## config.mk

```make
export PLATFORM = sky130hd
export DESIGN_NAME = posit_round_encode
export DESIGN_NICKNAME = d
export VERILOG_FILES = /design/src/rtl/posit_round_encode.sv
export SDC_FILE = /design/constraint.sdc
export NUM_CORES = 1
export LEC_CHECK = 0
export ABC_CLOCK_PERIOD_IN_PS = 950
export CORE_MARGIN = 2
export CORE_UTILIZATION = 30
export DETAILED_ROUTE_END_ITERATION = 8
export GPL_ROUTABILITY_DRIVEN = 1
export PLACE_DENSITY_LB_ADDON = 0.1
export SYNTH_ARGS = -nofsm -noshare
export SYNTH_HDL_FRONTEND = slang
export SYNTH_SLANG_ARGS = --single-unit
```

## constraint.sdc

```tcl
create_clock -name clock -period 0.95 [get_ports clock]
set_input_delay 0.2375 -clock clock [delete_from_list [all_inputs] [get_ports clock]]
set_output_delay 0.2375 -clock clock [all_outputs]
set_load 0.02 [all_outputs]
```

## src/rtl/posit_round_encode.sv

```systemverilog
// Rounding and packing stage: turns an unpacked posit into a WIDTH-bit packed posit.
// It uses round-to-nearest-even on the encoded bit string and has one output register.
module posit_round_encode #(
  parameter int WIDTH     = 8,
  parameter int ES        = 1,
  parameter int BIAS      = (WIDTH - 2) * (2 ** ES),
  parameter int FRAC_BITS = WIDTH - 3 - ES,
  parameter int EXP_BITS  = $clog2(2 * BIAS + 1)
) (
  input  logic                 clock,
  input  logic                 reset,
  input  logic                 inValid,
  input  logic                 inSign,
  input  logic                 inIsZero,
  input  logic                 inIsInf,
  input  logic [EXP_BITS-1:0]  inExponent,
  input  logic [FRAC_BITS-1:0] inFraction,
  input  logic [1:0]           trailingBits,
  input  logic                 stickyBit,
  output logic                 outValid,
  output logic [WIDTH-1:0]     outBits
);

  localparam int SW   = EXP_BITS + 1;
  localparam int ESW  = (ES > 0) ? ES : 1;
  localparam int TB   = ES + FRAC_BITS + 2;
  localparam int SL   = WIDTH + TB;
  localparam logic signed [SW-1:0] BIAS_S = SW'(BIAS);
  localparam logic [EXP_BITS-1:0]  EMAX   = EXP_BITS'(2 * BIAS);

  logic signed [SW-1:0] sExp;
  logic signed [SW-1:0] regime;
  logic [SW-1:0]        runLen;
  logic [ESW-1:0]       eField;
  logic [SL-1:0]        seed;
  logic [SL-1:0]        onesMask;
  logic [SL-1:0]        bitString;
  logic [WIDTH-2:0]     mag;
  logic [WIDTH-2:0]     magRounded;
  logic                 guardBit;
  logic                 stickyAll;
  logic [WIDTH-1:0]     unsignedBits;
  logic [WIDTH-1:0]     encoded;

  always_comb begin
    sExp     = $signed({1'b0, inExponent}) - BIAS_S;
    regime   = sExp >>> ES;
    eField   = sExp[ESW-1:0];
    runLen   = regime[SW-1] ? SW'(-regime) : SW'(regime + SW'(1));

    // The regime terminator sits at the top and the tail follows it.
    // Shifting right by the run length opens a gap at the top:
    // zeros for a negative regime, ones (through the mask) for a non-negative one.
    seed = '0;
    seed[SL-1] = regime[SW-1];
    for (int i = 0; i < ES; i++)
      seed[SL-2-i] = eField[ESW-1-i];
    for (int i = 0; i < FRAC_BITS; i++)
      seed[SL-2-ES-i] = inFraction[FRAC_BITS-1-i];
    seed[SL-2-ES-FRAC_BITS] = trailingBits[1];
    seed[SL-3-ES-FRAC_BITS] = trailingBits[0];

    onesMask  = regime[SW-1] ? '0 : ~({SL{1'b1}} >> runLen);
    bitString = (seed >> runLen) | onesMask;

    mag       = bitString[SL-1 -: WIDTH-1];
    guardBit  = bitString[SL-WIDTH];
    stickyAll = (|bitString[SL-WIDTH-1:0]) | stickyBit;

    magRounded = mag;
    if (guardBit && (stickyAll || mag[0]) && !(&mag))
      magRounded = mag + (WIDTH-1)'(1);
    if (inExponent > EMAX)
      magRounded = '1;
    if (magRounded == '0)
      magRounded = (WIDTH-1)'(1);

    unsignedBits = {1'b0, magRounded};
    encoded = inSign ? (~unsignedBits + WIDTH'(1)) : unsignedBits;
    if (inIsZero)
      encoded = '0;
    if (inIsInf)
      encoded = {1'b1, {(WIDTH-1){1'b0}}};
  end

  always_ff @(posedge clock or posedge reset) begin
    if (reset) begin
      outValid <= 1'b0;
      outBits  <= '0;
    end else begin
      outValid <= inValid;
      if (inValid)
        outBits <= encoded;
    end
  end

endmodule

```

# After elaboration in Yosys (flattened, before gate mapping)
# Cells that the tools add are included.
[totals]
ff_bits = 9
out_inout_bits = 9
elab_cells = 29
[classes]
n_addsub = 5
magnitude_cmp = 1
n_shift = 2
mux = 8
n_bitwise = 4
reduce_logical = 7
[ops]
columns = ["op", "n"]
rows = [
  ["8-bit two-way mux", 3],
  ["7-bit two-way mux", 3],
  ["15-bit two-way mux", 1],
  ["15-bit inverter", 1],
  ["15-bit OR", 1],
  ["15-bit by 6-bit >> shifter with 15-bit output", 1],
  ["15-bit by 6-bit >> shifter with 15-bit output, first input constant", 1],
  ["8-bit by 1-bit adder with 8-bit output, second input constant", 1],
  ["7-bit inverter with 8-bit output", 1],
  ["7-bit by 1-bit adder with 7-bit output, second input constant", 1],
  ["7-bit zero test", 1],
  ["7-bit AND reduction", 1],
  ["7-bit OR reduction", 1],
  ["5-bit by 2-bit adder with 6-bit output, second input constant", 1],
  ["6-bit two-way mux", 1],
  ["5-bit negator with 6-bit output", 1],
  ["5-bit by 4-bit subtractor with 6-bit output, second input constant", 1],
  ["5-bit > comparator, second input constant", 1],
  ["1-bit logical AND", 2],
  ["1-bit zero test", 1],
  ["1-bit logical OR", 1],
  ["1-bit OR", 1],
]

# Depth between registers and ports, before layout
[logic_depth]
word_depth = 21
depth_mapped = 23
mapped_depth_nobuf = 21

# Worst setup path after synthesis
# OpenSTA, ideal clock, no wires.
[synth_path]
path_kind = "input -> register"
startpoint = "in inExponent[4]"
endpoint = "reg outBits[6]"
setup_ns = 0.132
t_arrival_ns = 4.031
required_time_ns = 0.818
setup_slack_ns = -3.213
stages = 23
path_buffers = 3
path_cell_list = "buf_6 > a21o_4 > clkinv_2 > buf_6 > ha_1 > buf_4 > mux4_2 > o21ai_0 > a211oi_2 > or2_2 > ha_1 > inv_1 > nor2_2 > nand4b_1 > mux2i_1 > a311oi_2 > nor3_1 > nor3_2 > ha_1 > nand2_1 > o31ai_2 > xnor2_1 > o2bb2ai_1"
[synth_via]
elab_chain_cells = 21
word_cells_on_any_way = 27
classes_between = "5 x add/sub; 1 x order compare; 2 x shift; 8 x mux; 4 x bitwise; 7 x reduce/logical"
[synth_rtl]
columns = ["item", "line", "rtl"]
rows = [
  ["from (decl)", "16", "input logic [EXP_BITS-1:0] inExponent,"],
  ["branches (longest 13 deep; another with 7-bit by 1-bit adder with 7-bit output)", "--", ""],
  ["7-bit two-way mux (*)", "73", "if (inExponent > EMAX)"],
  ["7-bit zero test", "75", "if (magRounded == '0)"],
  ["7-bit two-way mux (*)", "75", ""],
  ["7-bit inverter with 8-bit output", "79", "encoded = inSign ? (~unsignedBits + WIDTH'(1)) : unsignedBits;"],
  ["8-bit by 1-bit adder with 8-bit output", "79", ""],
  ["8-bit two-way mux (*)", "79", ""],
  ["8-bit two-way mux (*)", "80", "if (inIsZero)"],
  ["8-bit two-way mux (*)", "82", "if (inIsInf)"],
  ["to (signal assigned)", "93", "outBits <= encoded;"],
  ["to (decl)", "21", "output logic [WIDTH-1:0] outBits"],
]
# Every way passes the cells marked *.
# A chain may end at the register's enable or synchronous reset.

# Final worst setup path
[layout_path]
startpoint = "in inExponent[3]"
endpoint = "reg outBits[6]"
# Same word-level chain as after synthesis.

==> impl_metrics.toml <==
[detailed_routing]
num_vias = 2058
wl_per_cell_um = 13.4
firstDrtPassIters = 4
postRouteAntennaNets = 0
drc = 0
via_per_inst = 5.16
wirelength_mm = 5.37
first_iter_violations = 43

[sta]
fin_crit_ps = 3710
setup_viol = 16
setup_ws_ps = -2760
fin_setup_tns_ps = -18880
worst_pin_slew_ps = 402
report.final.slew_viol_count = 0
finalHoldViolCount = 0
max_freq_mhz = 269
rsz0062_at_grt = "yes"
fin_skew_ps = 0
timing.final.crit_share = 3.91
relSlewSlack = 0.730

[placement]
portBuffers = 26
post-dp-hpwl_mm = 4.46
dp_cells = 385
pre_cts_slack_ps = -3390
gp_congestion = 0.805
placed_area_mm2 = 0.00276

[run_status]
status = "complete, but fails checks"
violations = "negative setup slack"

[global_routing]
grt_pass1_vias = 1955
grt_overflow = 0
grt_max_degree = 12
grt_pass1_wl_mm = 9.22
grt_antenna_before_repair = 0
grt_usage = 0.179

[synthesis]
netlist_area_mm2 = 0.00172
ys_seq_elements = 9
synth_edf_count = 0
syn_avg_cell_area_um2 = 8.27
ys_seq_area_frac = 0.131
synthCells = 208
ys.flop_type = "dfrtp_1"
synthDistinctLibCells = 68
async_reset_ff_frac = 1.00
synth_warnings = 0
synth_nets = 234

[layout]
stdcell_count = 399
synthToLayoutAreaGrowth_pct = 76.6
antenna_cells = 0
fillers = 524
design_area_mm2 = 0.00304
nets = 354
register_area_um2 = 225
multi_input_area_mm2 = 0.00157
drive_gt1_frac = 0.532
final_util = 0.551

[die]
start_util = 0.312
die_h_um = 79.7
io_pins = 27
fp.dieW_um = 79.7
die_area_mm2 = 0.00635
core_area_mm2 = 0.00551
rows = 27

[power]
p_per_area_mw_per_mm2 = 1120
vdd_drop_max_v = 0.000526
p_leak_nw = 1.33

[min_path]
hold_class = "primary input to asynchronous set/reset pin"

[job]
maxCapViolCount = 0

[clock_network]
cts_tree = "yes"
clkLatencyLatePin_ps = 230
htreeDepth = 1
cts_hold_buf = 0
cts_root_buf = "clkbuf_8"
numCtsBuffers = 3
clk_pin_slew_ps = 40
clockBufferDepth = 2
clock-sinks = 9

[setup_path]
r2r_slack_ps = -30
cp-end-kind = "flop"
startpoint_type = "primary input"
path_class = "primary input to flop"
worstPathMaxFanout = 3
critPathArrivalTime_ps = 3830
required_ps = 1070
-- cell usage in the layout, fill, tap and decap left out, types with 3 or more instances in the layout --
| master | instances |
|---|---|
| inv_1 | 8 |
| nor3_2 | 3 |
| mux2_2 | 3 |
| mux4_2 | 5 |
| xnor2_1 | 3 |
| ha_4 | 4 |
| and3_1 | 3 |
| buf_4 | 97 |
| a21o_1 | 4 |
| and2_1 | 3 |
| nor2_1 | 8 |
| nand3_1 | 8 |
| a21oi_1 | 8 |
| o21ai_2 | 4 |
| o21ai_1 | 4 |
| o21a_1 | 3 |
| clkdlybuf4s50_1 | 12 |
| o2bb2ai_1 | 4 |
| nor3_1 | 6 |
| buf_6 | 12 |
| clkbuf_8 | 3 |
| or3_1 | 4 |
| dfrtp_1 | 9 |
| a221oi_1 | 3 |
| nand2_1 | 15 |
| mux2i_1 | 7 |
| nand4_1 | 3 |
| a21oi_2 | 5 |
| a31oi_1 | 5 |
-- final timing paths --
path | from | endpoint | cells past startpoint
min in group clock | outBits[7]$_DFFE_PP0P_ | outBits[7]$_DFFE_PP0P_ | 2
worst min-delay path | reset | outBits[2]$_DFFE_PP0P_ | 3
worst min register to register | outBits[7]$_DFFE_PP0P_ | outBits[7]$_DFFE_PP0P_ | 2
worst max-delay path | inExponent[3] | outBits[6]$_DFFE_PP0P_ | 22
worst max register to register | outBits[5]$_DFFE_PP0P_ | outBits[5]$_DFFE_PP0P_ | 3
max in group asynchronous | reset | outBits[5]$_DFFE_PP0P_ | 3
-- metrics by stage --
stage / hold WS [ps] / power, mW
after floorplan: 65.4 / 1.70
after global placement: 513 / 2.68
after detailed placement: 512 / 2.69
after CTS: 310 / 3.33
after global routing: 318 / 3.64
final: 310 / 3.39
-- power by group --
group / total, mW / internal [mW] / switching, mW
Sequential: 0.456 / 0.427 / 0.0287
Combinational: 2.49 / 1.35 / 1.15
Clock: 0.443 / 0.292 / 0.151
-- worst max-delay path, cell delays in order --
cell,delay (ps)
buf_8,100
a21o_4,220
clkinv_4,50
ha_4,210
buf_6,120
mux2i_4,180
or4_4,550
a211oi_4,220
or2_4,170
ha_4,150
inv_4,40
nor2_4,110
buf_4,120
a31oi_4,90
buf_6,150
xor2_2,180
nor3_2,210
ha_2,220
nand2_2,80
o31ai_4,180
xnor2_1,140
o2bb2ai_1,80
-- synthesized netlist by cell type (2+ instances only) --
library cell | count | area, um2
xnor2_1 | 3 | 26.3
buf_6 | 3 | 33.8
o21ai_0 | 4 | 20.0
a31oi_1 | 5 | 31.3
a21oi_2 | 3 | 26.3
nand3_1 | 8 | 40.0
nor2b_1 | 2 | 12.5
a311oi_2 | 2 | 30.0
o31ai_1 | 2 | 15.0
a221oi_1 | 3 | 26.3
nor4_1 | 2 | 12.5
clkbuf_1 | 3 | 11.3
a211oi_1 | 2 | 15.0
or2_2 | 4 | 25.0
inv_1 | 10 | 37.5
and2_1 | 3 | 18.8
o2bb2ai_1 | 5 | 43.8
or3_1 | 4 | 25.0
and3_1 | 3 | 18.8
ha_1 | 8 | 100
a21oi_1 | 10 | 50.1
o31ai_2 | 3 | 37.5
dfrtp_1 | 9 | 225
o21ai_1 | 5 | 25.0
nand4_1 | 3 | 18.8
mux4_2 | 5 | 113
nor2_1 | 8 | 30.0
nor3_1 | 8 | 40.0
mux2i_1 | 8 | 80.1
nand2b_1 | 4 | 25.0
nand2_1 | 16 | 60.1
a21o_1 | 4 | 30.0
buf_2 | 4 | 20.0
xor2_1 | 3 | 26.3
mux2_2 | 3 | 33.8
nor3b_1 | 2 | 15.0
o21a_1 | 3 | 22.5
-- cell families after synthesis --
kind of cell | synth area share
multiplexers | 0.132
AO/OA/AOI/OAI | 0.328
flip-flops | 0.131
AND/OR/NAND/NOR | 0.252
adder cells (fa/ha/maj) | 0.0582
buffers and inverters | 0.0691
XOR/XNOR | 0.0306
-- sequential cells by signal, summed over array words and instances (netlist names) --
register	count
outValid	1
outBits	8
-- repair_timing --
action / CTS / global route
resized for setup: 87 / 11
pin swaps: 16 / 9
setup endpoints to repair: 17 / 16
buffers inserted: 8 / 3
-- final cells by class --
cell class | instances | share of cell area
repair buffers | 127 | 0.350
multi-input cells | 176 | 0.516
inverters | 11 | 0.0161
clock buffers | 4 | 0.0148
flip-flops and latches | 9 | 0.0742
well taps | 72 | 0.0297
-- layer usage --
metal,share of wire,up-vias,GRT usage,wire [um]
met2,0.48,44,0.287,2550
li1,-,1044,-,-
met1,0.47,964,0.259,2550
met4,0.0095,0,0.0345,51
met3,0.039,6,0.0226,211
met5,0,-,0,0
Power figures use the tool's default switching activity.
